`config.mk`:
```
export PLATFORM = sky130hd
export DESIGN_NAME = vedacao_ctrl
export DESIGN_NICKNAME = d
export VERILOG_FILES = /design/src/rtl/vedacao_pkg.sv /design/src/rtl/contador_duzias.sv /design/src/rtl/vedacao_ctrl.sv
export SDC_FILE = /design/constraint.sdc
export NUM_CORES = 1
export LEC_CHECK = 0
export CORE_AREA = 2 2 44 87
export CTS_CLUSTER_DIAMETER = 120
export DETAILED_ROUTE_END_ITERATION = 16
export DIE_AREA = 0 0 46 89
export GPL_ROUTABILITY_DRIVEN = 0
export PLACE_DENSITY = 0.58
export REMOVE_ABC_BUFFERS = 1
export SETUP_SLACK_MARGIN = 0.02
export SYNTH_ARGS = -nofsm -noshare
export SYNTH_HDL_FRONTEND = slang
export SYNTH_SLANG_ARGS = --single-unit
```
`constraint.sdc`:
```
create_clock -name clk -period 4.8 [get_ports clk]
set_input_delay 0.96 -clock clk [delete_from_list [all_inputs] [get_ports clk]]
set_output_delay 0.96 -clock clk [all_outputs]
set_load 0.01 [all_outputs]
```
`src/rtl/vedacao_pkg.sv`:
```
// Shared types and constants for the bottle sealing conveyor controller.
// Consumed by vedacao_ctrl (macro VEDACAO_WATCHDOG_EN) and contador_duzias.
package vedacao_pkg;

  typedef enum logic [2:0] {
    IDLE      = 3'd0,
    TRANSPORT = 3'd1,
    WAIT_CORK = 3'd2,
    SEAL      = 3'd3,
    RELEASE   = 3'd4
  } vedacao_state_e;

  localparam int DUZIA_MAX  = 12;
  localparam int DUZIAS_SAT = 99;
  localparam int T_SEAL_DEF = 4;
  localparam int T_WDOG_DEF = 200;

  // Dozen counter holds at its ceiling instead of wrapping.
  function automatic logic [6:0] duzias_next(input logic [6:0] d);
    return (d >= 7'(DUZIAS_SAT)) ? 7'(DUZIAS_SAT) : d + 7'd1;
  endfunction

endpackage

```
`src/rtl/contador_duzias.sv`:
```
// Bottle / dozen counter: one inc strobe per sealed bottle, saturating dozens,
// one-cycle pulse whenever a dozen closes.
module contador_duzias
  import vedacao_pkg::*;
(
  input  logic       clk,
  input  logic       reset,
  input  logic       inc,
  output logic [3:0] garrafas,
  output logic [6:0] duzias,
  output logic       duzia_completa
);

  localparam logic [3:0] G_LAST = 4'(DUZIA_MAX - 1);

  always_ff @(posedge clk or posedge reset) begin
    if (reset) begin
      garrafas       <= 4'd0;
      duzias         <= 7'd0;
      duzia_completa <= 1'b0;
    end else begin
      duzia_completa <= 1'b0;
      if (inc) begin
        if (garrafas == G_LAST) begin
          garrafas       <= 4'd0;
          duzias         <= duzias_next(duzias);
          duzia_completa <= 1'b1;
        end else begin
          garrafas <= garrafas + 4'd1;
        end
      end
    end
  end

endmodule

```
`src/rtl/vedacao_ctrl.sv`:
```
// Conveyor / corking sequencer with registered outputs and dozen counting.
// Optional transport watchdog enabled by defining VEDACAO_WATCHDOG_EN.
//
// state     | meaning
// IDLE      | motor off, waiting for start without parada
// TRANSPORT | motor on, waiting for a bottle under the head
// WAIT_CORK | bottle present, cork counter empty, motor off
// SEAL      | press down for T_SEAL cycles, cork consumed on entry
// RELEASE   | motor on until the sealed bottle leaves the sensor
module vedacao_ctrl
  import vedacao_pkg::*;
#(
  parameter int T_SEAL = T_SEAL_DEF,
  parameter int T_WDOG = T_WDOG_DEF
) (
  input  logic       clk,
  input  logic       reset,
  input  logic       start,
  input  logic       parada,
  input  logic       sensor_garrafa,
  input  logic       rolha_disponivel,
  output logic       motor_esteira,
  output logic       atuador_vedacao,
  output logic       dec_rolha,
  output logic       falta_rolha,
  output logic [3:0] garrafas,
  output logic [6:0] duzias,
  output logic       duzia_completa,
  output logic       alarme_wdog
);

  localparam logic [2:0] ST_IDLE      = IDLE;
  localparam logic [2:0] ST_TRANSPORT = TRANSPORT;
  localparam logic [2:0] ST_WAIT_CORK = WAIT_CORK;
  localparam logic [2:0] ST_SEAL      = SEAL;
  localparam logic [2:0] ST_RELEASE   = RELEASE;

  localparam logic [3:0] SEAL_LOAD = 4'(T_SEAL - 1);

  logic [2:0] state;
  logic [2:0] state_nxt;
  logic [3:0] seal_tmr;
  logic       stop_pend;
  logic       seal_done;
  logic       wdog_trip;

  assign seal_done = (state == ST_SEAL) && (seal_tmr == 4'd0);

`ifdef VEDACAO_WATCHDOG_EN
  localparam int WW = $clog2(T_WDOG + 1);

  logic [WW-1:0] wdog_cnt;
  logic          alarme_q;

  assign wdog_trip   = (state == ST_TRANSPORT) && (wdog_cnt == WW'(T_WDOG - 1));
  assign alarme_wdog = alarme_q;

  always_ff @(posedge clk or posedge reset) begin
    if (reset) begin
      wdog_cnt <= '0;
      alarme_q <= 1'b0;
    end else begin
      if ((state == ST_TRANSPORT) && (state_nxt == ST_TRANSPORT))
        wdog_cnt <= wdog_cnt + 1'b1;
      else
        wdog_cnt <= '0;
      if (wdog_trip)
        alarme_q <= 1'b1;
    end
  end
`else
  assign wdog_trip   = 1'b0;
  assign alarme_wdog = 1'b0;
`endif

  always_comb begin
    state_nxt = state;
    case (state)
      ST_IDLE: begin
        if (start && !parada)
          state_nxt = ST_TRANSPORT;
      end
      ST_TRANSPORT: begin
        if (parada || wdog_trip)
          state_nxt = ST_IDLE;
        else if (sensor_garrafa)
          state_nxt = rolha_disponivel ? ST_SEAL : ST_WAIT_CORK;
      end
      ST_WAIT_CORK: begin
        if (parada)
          state_nxt = ST_IDLE;
        else if (rolha_disponivel)
          state_nxt = ST_SEAL;
      end
      ST_SEAL: begin
        // A stop seen at any point of the seal is honoured only once the press lifts.
        if (seal_done)
          state_nxt = (parada || stop_pend) ? ST_IDLE : ST_RELEASE;
      end
      ST_RELEASE: begin
        if (parada)
          state_nxt = ST_IDLE;
        else if (!sensor_garrafa)
          state_nxt = ST_TRANSPORT;
      end
      default: state_nxt = ST_IDLE;
    endcase
  end

  always_ff @(posedge clk or posedge reset) begin
    if (reset) begin
      state     <= ST_IDLE;
      seal_tmr  <= 4'd0;
      stop_pend <= 1'b0;
    end else begin
      state <= state_nxt;
      if ((state != ST_SEAL) && (state_nxt == ST_SEAL))
        seal_tmr <= SEAL_LOAD;
      else if ((state == ST_SEAL) && (seal_tmr != 4'd0))
        seal_tmr <= seal_tmr - 4'd1;
      if (state == ST_SEAL)
        stop_pend <= stop_pend | parada;
      else
        stop_pend <= 1'b0;
    end
  end

  // Outputs decoded from the next state so they line up with the state register.
  always_ff @(posedge clk or posedge reset) begin
    if (reset) begin
      motor_esteira   <= 1'b0;
      atuador_vedacao <= 1'b0;
      dec_rolha       <= 1'b0;
      falta_rolha     <= 1'b0;
    end else begin
      motor_esteira   <= (state_nxt == ST_TRANSPORT) || (state_nxt == ST_RELEASE);
      atuador_vedacao <= (state_nxt == ST_SEAL);
      dec_rolha       <= (state_nxt == ST_SEAL) && (state != ST_SEAL);
      falta_rolha     <= (state_nxt == ST_WAIT_CORK);
    end
  end

  contador_duzias u_contador (
    .clk            (clk),
    .reset          (reset),
    .inc            (seal_done),
    .garrafas       (garrafas),
    .duzias         (duzias),
    .duzia_completa (duzia_completa)
  );

endmodule

```
Word-level counts from Yosys, hierarchy flattened
Index checks and enable logic that the tools add are counted.
{"block": "totals", "wordCells": 55, "ramBits": 0, "output_inout_bits": 17, "inputBits": 6, "mem_bits_ro": 0, "latch_bits": 0, "regBits": 24, "n_memories": 0}
{"block": "classes", "shifts": 0, "n_mux": 18, "n_reduce_logical": 12, "mul": 0, "n_div": 0, "n_bitwise": 1, "add_sub_neg": 3, "order_cmp": 1, "n_eq_ne": 10}
{"operator": "two-way mux 3 bit", "count": 9}
{"operator": "one-hot mux 3 bit (5 select lines)", "count": 1}
{"operator": "equality test 3 x 2 -> 1 bit (second input constant)", "count": 4}
{"operator": "two-way mux 4 bit", "count": 3}
{"operator": "adder 7 x 1 -> 7 bit (second input constant)", "count": 1}
{"operator": "greater-or-equal comparator 7 bit (second input constant)", "count": 1}
{"operator": "two-way mux 7 bit", "count": 1}
{"operator": "equality test 3 x 1 -> 1 bit (second input constant)", "count": 2}
{"operator": "equality test 3 bit (second input constant)", "count": 2}
{"operator": "adder 4 x 1 -> 4 bit (second input constant)", "count": 1}
{"operator": "equality test 4 bit (second input constant)", "count": 1}
{"operator": "logical AND 1 bit", "count": 4}
{"operator": "zero test 4 bit", "count": 1}
{"operator": "two-way mux 1 bit", "count": 4}
{"operator": "nonzero test 4 bit", "count": 1}
{"operator": "subtractor 4 x 1 -> 4 bit (second input constant)", "count": 1}
{"operator": "zero test 3 bit", "count": 1}
{"operator": "inequality test 3 x 2 -> 1 bit (second input constant)", "count": 1}
{"operator": "logical OR 1 bit", "count": 2}
{"operator": "AND reduction 2 bit", "count": 1}
{"operator": "nonzero test 2 bit", "count": 1}
{"operator": "zero test 1 bit", "count": 1}
{"operator": "bitwise OR 1 bit", "count": 1}

Depth between registers and ports, before layout
Gate-level depths: netlist of the first run.
{"block": "logic_depth", "depth_word": 7, "depth_mapped": 7, "mapped_depth_nobuf": 6}

Cells and area by module
From an unflattened synthesis of the first run, not the netlist that was laid out.
{"block": "hier_totals", "hier_cells": 116, "area_unflattened_um2": 1182.4}
{"mod": "contador_duzias", "seq_area_each_um2": 300.3, "cells_per_inst": 59, "n_inst": 1, "area_per_inst_um2": 599.3}
{"mod": "vedacao_ctrl", "seq_area_each_um2": 300.3, "cells_per_inst": 57, "n_inst": 1, "area_per_inst_um2": 583.1}

Worst setup path before layout of the first run
OpenSTA, ideal clock, no wires.
{"block": "synth_path", "kind": "input to register", "from": "input port parada", "to": "register falta_rolha", "slack_ps": 2830, "n_path_buf": 0, "t_arrival_ps": 1851, "cell_stages": 4, "cell_sequence": "or4b_1 > o22ai_1 > a21oi_1 > and2_1"}
{"block": "synth_between", "elab_chain_cells": 5, "word_cells_on_any_way": 11, "classes_between": "1 x eq/ne; 7 x mux; 3 x reduce/logical"}
{"element": "from (decl)", "line_no": "vedacao_ctrl.sv:19", "text": "input logic parada,"}
{"element": "logical OR 1 bit / zero test 1 bit (equally long branches)", "line_no": "vedacao_ctrl.sv:98, vedacao_ctrl.sv:80"}
{"element": "two-way mux 3 bit / logical AND 1 bit (equally long branches)", "line_no": "vedacao_ctrl.sv:98, vedacao_ctrl.sv:80"}
{"element": "two-way mux 3 bit (on tied branches)", "line_no": "vedacao_ctrl.sv:97, vedacao_ctrl.sv:80"}
{"element": "one-hot mux 3 bit (5 select lines) *", "line_no": "vedacao_ctrl.sv:78", "text": "case (state)"}
{"element": "equality test 3 x 2 -> 1 bit *", "line_no": "vedacao_ctrl.sv:139", "text": "falta_rolha <= (state_nxt == ST_WAIT_CORK);"}
{"element": "to (signal assigned)", "line_no": "vedacao_ctrl.sv:139"}
{"element": "to (decl)", "line_no": "vedacao_ctrl.sv:25", "text": "output logic falta_rolha,"}
Every way passes the cells marked *; elsewhere a longest branch is shown, timed or not.
A chain may end at the register's enable or synchronous reset.

Worst setup path after layout of the first run
{"block": "layout_path", "from": "register u_contador.duzias[2]", "to": "output port duzias[2]"}
{"element": "from (decl)", "line_no": "contador_duzias.sv:10", "text": "output logic [6:0] duzias,"}
{"element": "from (signal assigned)", "line_no": "contador_duzias.sv:26", "text": "duzias <= duzias_next(duzias);"}
{"element": "to (decl)", "line_no": "vedacao_ctrl.sv:27", "text": "output logic [6:0] duzias,"}
No word-level cell between the ends.

==> results of run 1 <==
[logic make-up (layout without fill, tap and decap cells)]
kind of cell | Yosys count | in the layout | synth area share
buffers and inverters | 8 | 30 | 0.0338
xor gates and xnor gates | 6 | 6 | 0.0430
other | 1 | 1 | 0.00307
and+or+nand+nor | 56 | 56 | 0.279
AOI/OAI and AO/OA | 16 | 16 | 0.0890
DFF | 24 | 24 | 0.491
muxes | 3 | 3 | 0.0297
adders and majority gates | 3 | 3 | 0.0307
[where the power goes]
part | total [µW] | internal (µW) | switching [µW]
Combinational | 171 | 82.8 | 88.0
Clock | 137 | 73.3 | 63.3
Sequential | 289 | 244 | 45.1
Total | 596 | 400 | 196
[sequential cells by signal, summed over array words and instances (netlist names)]
signal                     count
u_contador.duzia_completa      1
atuador_vedacao                1
state                          3
u_contador.garrafas            4
motor_esteira                  1
falta_rolha                    1
seal_tmr                       4
stop_pend                      1
dec_rolha                      1
u_contador.duzias              7
[routing by layer]
metal,vias to the layer above,GRT usage,part of all wire
met4,0,0.0831,0.030
met5,-,0,0
met1,439,0.151,0.36
li1,453,-,-
met3,7,0.0222,0.041
met2,23,0.241,0.57
[tightest hold or removal path, cell delays in order, from the launching register on]
cell and delay [ns]:
dfrtp_1 0.33, nor2_1 0.05, nor2_1 0.07
[stage by stage]
step / instance area [µm²] / util / cells / setup slack [ns]
global route: 1510 / 0.446 / 171 / 2.45
floorplan: 1200 / - / 114 / 2.83
finish: 1510 / 0.446 / 171 / 2.51
detailed placement: 1450 / 0.429 / 167 / 2.29
global placement: 1450 / 0.429 / 167 / 2.33
CTS: 1510 / 0.446 / 171 / 2.50
[cell type report]
class / instances / area (µm²) / share of cell area
well taps: 32 / 40.0 / 0.0266
flip-flops and latches: 24 / 601 / 0.399
multi-input cells: 85 / 581 / 0.386
clock buffers: 4 / 55.1 / 0.0366
inverters: 5 / 18.8 / 0.0125
repair buffers: 21 / 210 / 0.140
[synth_stat cells (all sizes together)]
| cell | n |
|---|---|
| a21o | 2 |
| or3b | 1 |
| nor3 | 3 |
| nor2b | 2 |
| nor3b | 1 |
| o41ai | 1 |
| o21ai | 5 |
| ha | 3 |
| nand3 | 5 |
| mux2 | 2 |
| nand4 | 3 |
| nor2 | 13 |
| and3b | 2 |
| o21bai | 1 |
| xnor2 | 3 |
| buf | 2 |
| a31oi | 2 |
| clkbuf | 1 |
| a211o | 1 |
| and4b | 1 |
| conb | 1 |
| nand2 | 14 |
| o22ai | 1 |
| a21oi | 1 |
| nand2b | 2 |
| and2 | 1 |
| xor2 | 3 |
| dfrtp | 24 |
| nand3b | 4 |
| nor4 | 3 |
| o311a | 1 |
| mux2i | 1 |
| inv | 5 |
| or4b | 1 |
| o22a | 1 |
[path summary, 6_finish.rpt]
path	start	end	slack (ns)	cells after the start
worst min register to register	stop_pend	stop_pend	0.49	2
min in group asynchronous	reset	u_contador.garrafas[1]	1.18	2
max in group asynchronous	reset	u_contador.duzias[6]	3.08	2
worst min-delay path	stop_pend	stop_pend	0.49	2
worst max register to register	seal_tmr[0]	u_contador.duzias[0]	2.86	6
worst max-delay path	u_contador.duzias[2]	duzias[2]	2.51	1
==> results.toml, run 1 <==
[run_status]
status = "complete, no violations"

[pwr]
total_power_uw = 596
ir_drop_mv = 0.223
leakagePower_uw = 0.000696
p_per_area_mw_per_mm2 = 396

[worst_setup_path]
critPathMaxStageDelay_ns = 0.58
path_cells = "clkdlybuf4s50_1"
worstSetupEndpointType = "output port"
crit_arrival_ns = 1.33
crit_slowest_cell = "clkdlybuf4s50_1"
crit_fanout = 7
crit_family = "buffers and inverters"
required_ns = 3.84
cp-start-kind = "flip-flop"
crit_type = "flip-flop to output port"
critical_path_buf_inv_count = 1

[timing]
max-slew-margin-rel = 0.407
fin_skew_ns = 0.00407
setup_viol = 0
rsz0062_at_grt = "no"
finalHoldViolations = 0
layout_min_cycle_time_ns = 2.29
tns_ns = 0
worstMarginPinSlew_ns = 0.889
finalCritPeriodShare = 0.476
fmax_mhz = 437
slew_violations = 0
fin_hold_ws_ns = 0.487

[synthesis]
yosys_register_bits = 24
synth_area_mm2 = 0.00122
synth_top_area_cell = "dfrtp_1"
ys_types = 42
syn_area_per_cell_um2 = 10.4
synthCells = 117
yosys_warnings = 0
synth_top_area_share = 0.491
synth_area_leaders = "dfrtp_1 49%, nand2_1 4.3%, nor2_1 3.7%, ha_1 3.1%, xnor2_1 2.1%"
yosysSeqAreaShare = 0.491

[cts]
htree_levels = 1
cts_tree = "built"
root_buffer = "clkbuf_8"
cts_num_sinks = 24
insertion_delay_ns = 0.27
holdBufCountCts = 0
ctsResizeCount = 0
numCtsBuffers = 3
clkTransAtPathRegs_ns = 0.08
post-cts-setup-buffers = 0
cts.path.max_buffers = 2

[grt]
antenna_found_initial = 0
grt_usage = 0.139
grt_pass1_vias = 934
grt_max_degree = 25
grt_overflow = 0
grt_pass1_wl_um = 4120

[finish]
n_fill_cell = 337
final_net_count = 149
drive_above_1_share = 0.0863
n_antenna_cell = 0
area_delta_synth_final_pct = 23.1
layout_commonest_cell = "dfrtp_1"
final_cell_mix = "24 x dfrtp_1, 21 x clkdlybuf4s50_1, 14 x nand2_1, 12 x nor2_1"

[detailed_routing]
drtPass1Iterations = 4
drt_iter0_markers = 16
avgViaCountPerCell = 5.39
wl_per_cell_um = 14.1
vias = 922
drc = 0
routed_wl_um = 2420
final_antenna_net_count = 0

[placed_design]
port_buffers = 21
place_hpwl_um = 1900

[flow_run]
cap_violations = 0

[floorplan]
dieArea_mm2 = 0.00409
ioPinCount = 23
start_util = 0.362
die-height_um = 89
die_width_um = 46
placementRows = 30
core-area_mm2 = 0.00338

[hold_path]
worstHoldPathType = "flip-flop to flip-flop"
No activity file was read; power rests on OpenSTA's default activity.
==> run 2, diff against run 1 <==
--- a/config.mk
+++ b/config.mk
@@ -10,7 +10,7 @@
 export DETAILED_ROUTE_END_ITERATION = 16
 export DIE_AREA = 0 0 46 89
 export GPL_ROUTABILITY_DRIVEN = 0
-export PLACE_DENSITY = 0.58
+export PLACE_DENSITY = 0.6
 export REMOVE_ABC_BUFFERS = 1
 export SETUP_SLACK_MARGIN = 0.02
 export SYNTH_ARGS = -nofsm -noshare
==> constraint.sdc (replaced) <==
create_clock -name clk -period 1.9 [get_ports clk]
set_input_delay 0.38 -clock clk [delete_from_list [all_inputs] [get_ports clk]]
set_output_delay 0.38 -clock clk [all_outputs]
set_load 0.01 [all_outputs]
==> run 2 against run 1 <==
  * Global-route usage fell by 0.21 points
  * Highest routed layer unchanged
  * Flip-flop and latch count did not move
  * Clock-buffer cell count did not move
  * Clock skew fell by 0.0021 ns
  * Worst hold slack got worse by 0.039 ns
==> results.toml, run 2 (synthesized netlist as in run 1, its figures left out) <==
[run_status]
status = "complete, no violations"

[worst_setup_path]
path_cells = "inv_1 -> ha_1 -> or3b_4 -> nor4_2 -> xnor2_1 -> nor2_1"
crit_fanout = 7
rrSetupSlack_ns = 0.13
crit_type = "flip-flop to flip-flop"
critPathMaxStageDelay_ns = 0.46
r2r.worst_path.cells = 6
crit_arrival_ns = 1.92
worstSetupEndpointType = "flip-flop"
crit_slowest_cell = "or3b_4"
required_ns = 2.05
cp-startpoint = "seal_tmr[0]"
cp-start-kind = "flip-flop"
timing.rr.start = "seal_tmr[0]"

[grt]
grt_max_degree = 25
grt_pass1_wl_um = 4260
grt_pass1_vias = 1020
grt_overflow = 0
grt_usage = 0.137
antenna_found_initial = 0

[finish]
regMostFlops = "u_contador.duzias"
n_fill_cell = 325
layout_commonest_cell = "dfrtp_1"
drive_above_1_share = 0.144
final_cell_mix = "24 x dfrtp_1, 21 x clkdlybuf4s50_1, 14 x nand2_1, 12 x nor2_1, 7 x buf_4"
n_antenna_cell = 0
area_delta_synth_final_pct = 28.0
reg_top3 = "u_contador.duzias x7, seal_tmr x4, u_contador.garrafas x4"
largest_register_ffs = 7
fin_util = 0.463
final_net_count = 156

[floorplan]
dieArea_mm2 = 0.00409
placementRows = 30
core-area_mm2 = 0.00338
start_util = 0.362
ioPinCount = 23
die_width_um = 46
die-height_um = 89

[timing]
layout_min_cycle_time_ns = 1.77
fin_hold_ws_ns = 0.449
setup_viol = 0
finalCritPeriodShare = 0.930
rsz0062_at_grt = "no"
finalHoldViolations = 0
slew_violations = 0
setup_slack_ns = 0.132
fmax_mhz = 566
fin_skew_ns = 0.00195

[cts]
numCtsBuffers = 3
clkTransAtPathRegs_ns = 0.08
cts_tree = "built"
post-cts-setup-buffers = 0
cts_num_sinks = 24
htree_levels = 1
cts.path.max_buffers = 2
insertion_delay_ns = 0.26
holdBufCountCts = 0
root_buffer = "clkbuf_8"

[detailed_routing]
avgViaCountPerCell = 5.61
drtPass1Iterations = 4
wl_per_cell_um = 14.1
final_antenna_net_count = 0
vias = 999
drt_iter0_markers = 24
drc = 0
routed_wl_um = 2520

[placed_design]
place_ws_ns = -0.0138
place_hpwl_um = 1970
port_buffers = 21

[pwr]
ir_drop_mv = 0.658
p_per_area_mw_per_mm2 = 974
total_power_uw = 1520
leakagePower_uw = 0.000733

[hold_path]
worstHoldPathType = "input pin to async pin"

[flow_run]
cap_violations = 0
-- run 2: cell types whose count changed in the layout (fill, tap and decap cells not counted), sizes merged --
cell	previous run	this run
buf	0	7
-- run 2: metrics by stage --
step | instance area (µm²) | TNS (ns) | cells
final | 1570 | 0 | 178
after global routing | 1570 | 0 | 178
after CTS | 1560 | 0 | 178
after detailed placement | 1500 | -0.0138 | 174
after global placement | 1500 | 0 | 174
after floorplan | 1200 | 0 | 114
-- run 2: routing by layer --
layer	GRT usage	wire [µm]	up-vias
met3	0.0182	83	12
met5	0	0	-
met4	0.0623	86	0
li1	-	-	466
met2	0.263	1450	37
met1	0.135	894	484
-- run 2: final timing paths --
kind / endpoint
worst min register to register: stop_pend
min in group clk: stop_pend
max in group asynchronous: u_contador.garrafas[2]
worst max register to register: u_contador.duzias[4]
worst max-delay path: u_contador.duzias[4]
worst min-delay path: u_contador.duzia_completa
-- run 2: where the power goes --
group	switching (µW)	leakage, µW	internal (µW)
combinational	224	0.000381	229
clock	157	0.0000288	185
sequential	115	0.000323	616
-- run 2: area by class of cell --
type	count	area, µm²	share of cell area
flip-flops and latches	24	601	0.384
repair buffers	28	263	0.168
clock buffers	4	55.1	0.0352
well taps	32	40.0	0.0256
inverters	5	18.8	0.0120
multi-input cells	85	588	0.376
-- run 2: what timing repair did --
item,CTS,global route
cloned,0,0
gates resized for setup,1,1
setup endpoints to repair,3,2
-- run 2: critical path: cells and delay by family, from the launching register on --
family	cells	cell delay, ns
AND/OR/NAND/NOR	3	0.84
flip-flops	1	0.42
adder cells (fa/ha/maj)	1	0.17
XOR/XNOR	1	0.16
buffers and inverters	1	0.07
==> run 3, diff against run 2 <==
--- a/config.mk
+++ b/config.mk
@@ -6,13 +6,15 @@
 export NUM_CORES = 1
 export LEC_CHECK = 0
 export CORE_AREA = 2 2 44 87
-export CTS_CLUSTER_DIAMETER = 120
+export CTS_CLUSTER_DIAMETER = 150
 export DETAILED_ROUTE_END_ITERATION = 16
 export DIE_AREA = 0 0 46 89
 export GPL_ROUTABILITY_DRIVEN = 0
 export PLACE_DENSITY = 0.6
 export REMOVE_ABC_BUFFERS = 1
 export SETUP_SLACK_MARGIN = 0.02
+export SLEW_MARGIN = 10
 export SYNTH_ARGS = -nofsm -noshare
 export SYNTH_HDL_FRONTEND = slang
 export SYNTH_SLANG_ARGS = --single-unit
+export TNS_END_PERCENT = 1
==> results of run 3 <==
No change in the layout: final DEF, timing and power equal those of run 2.
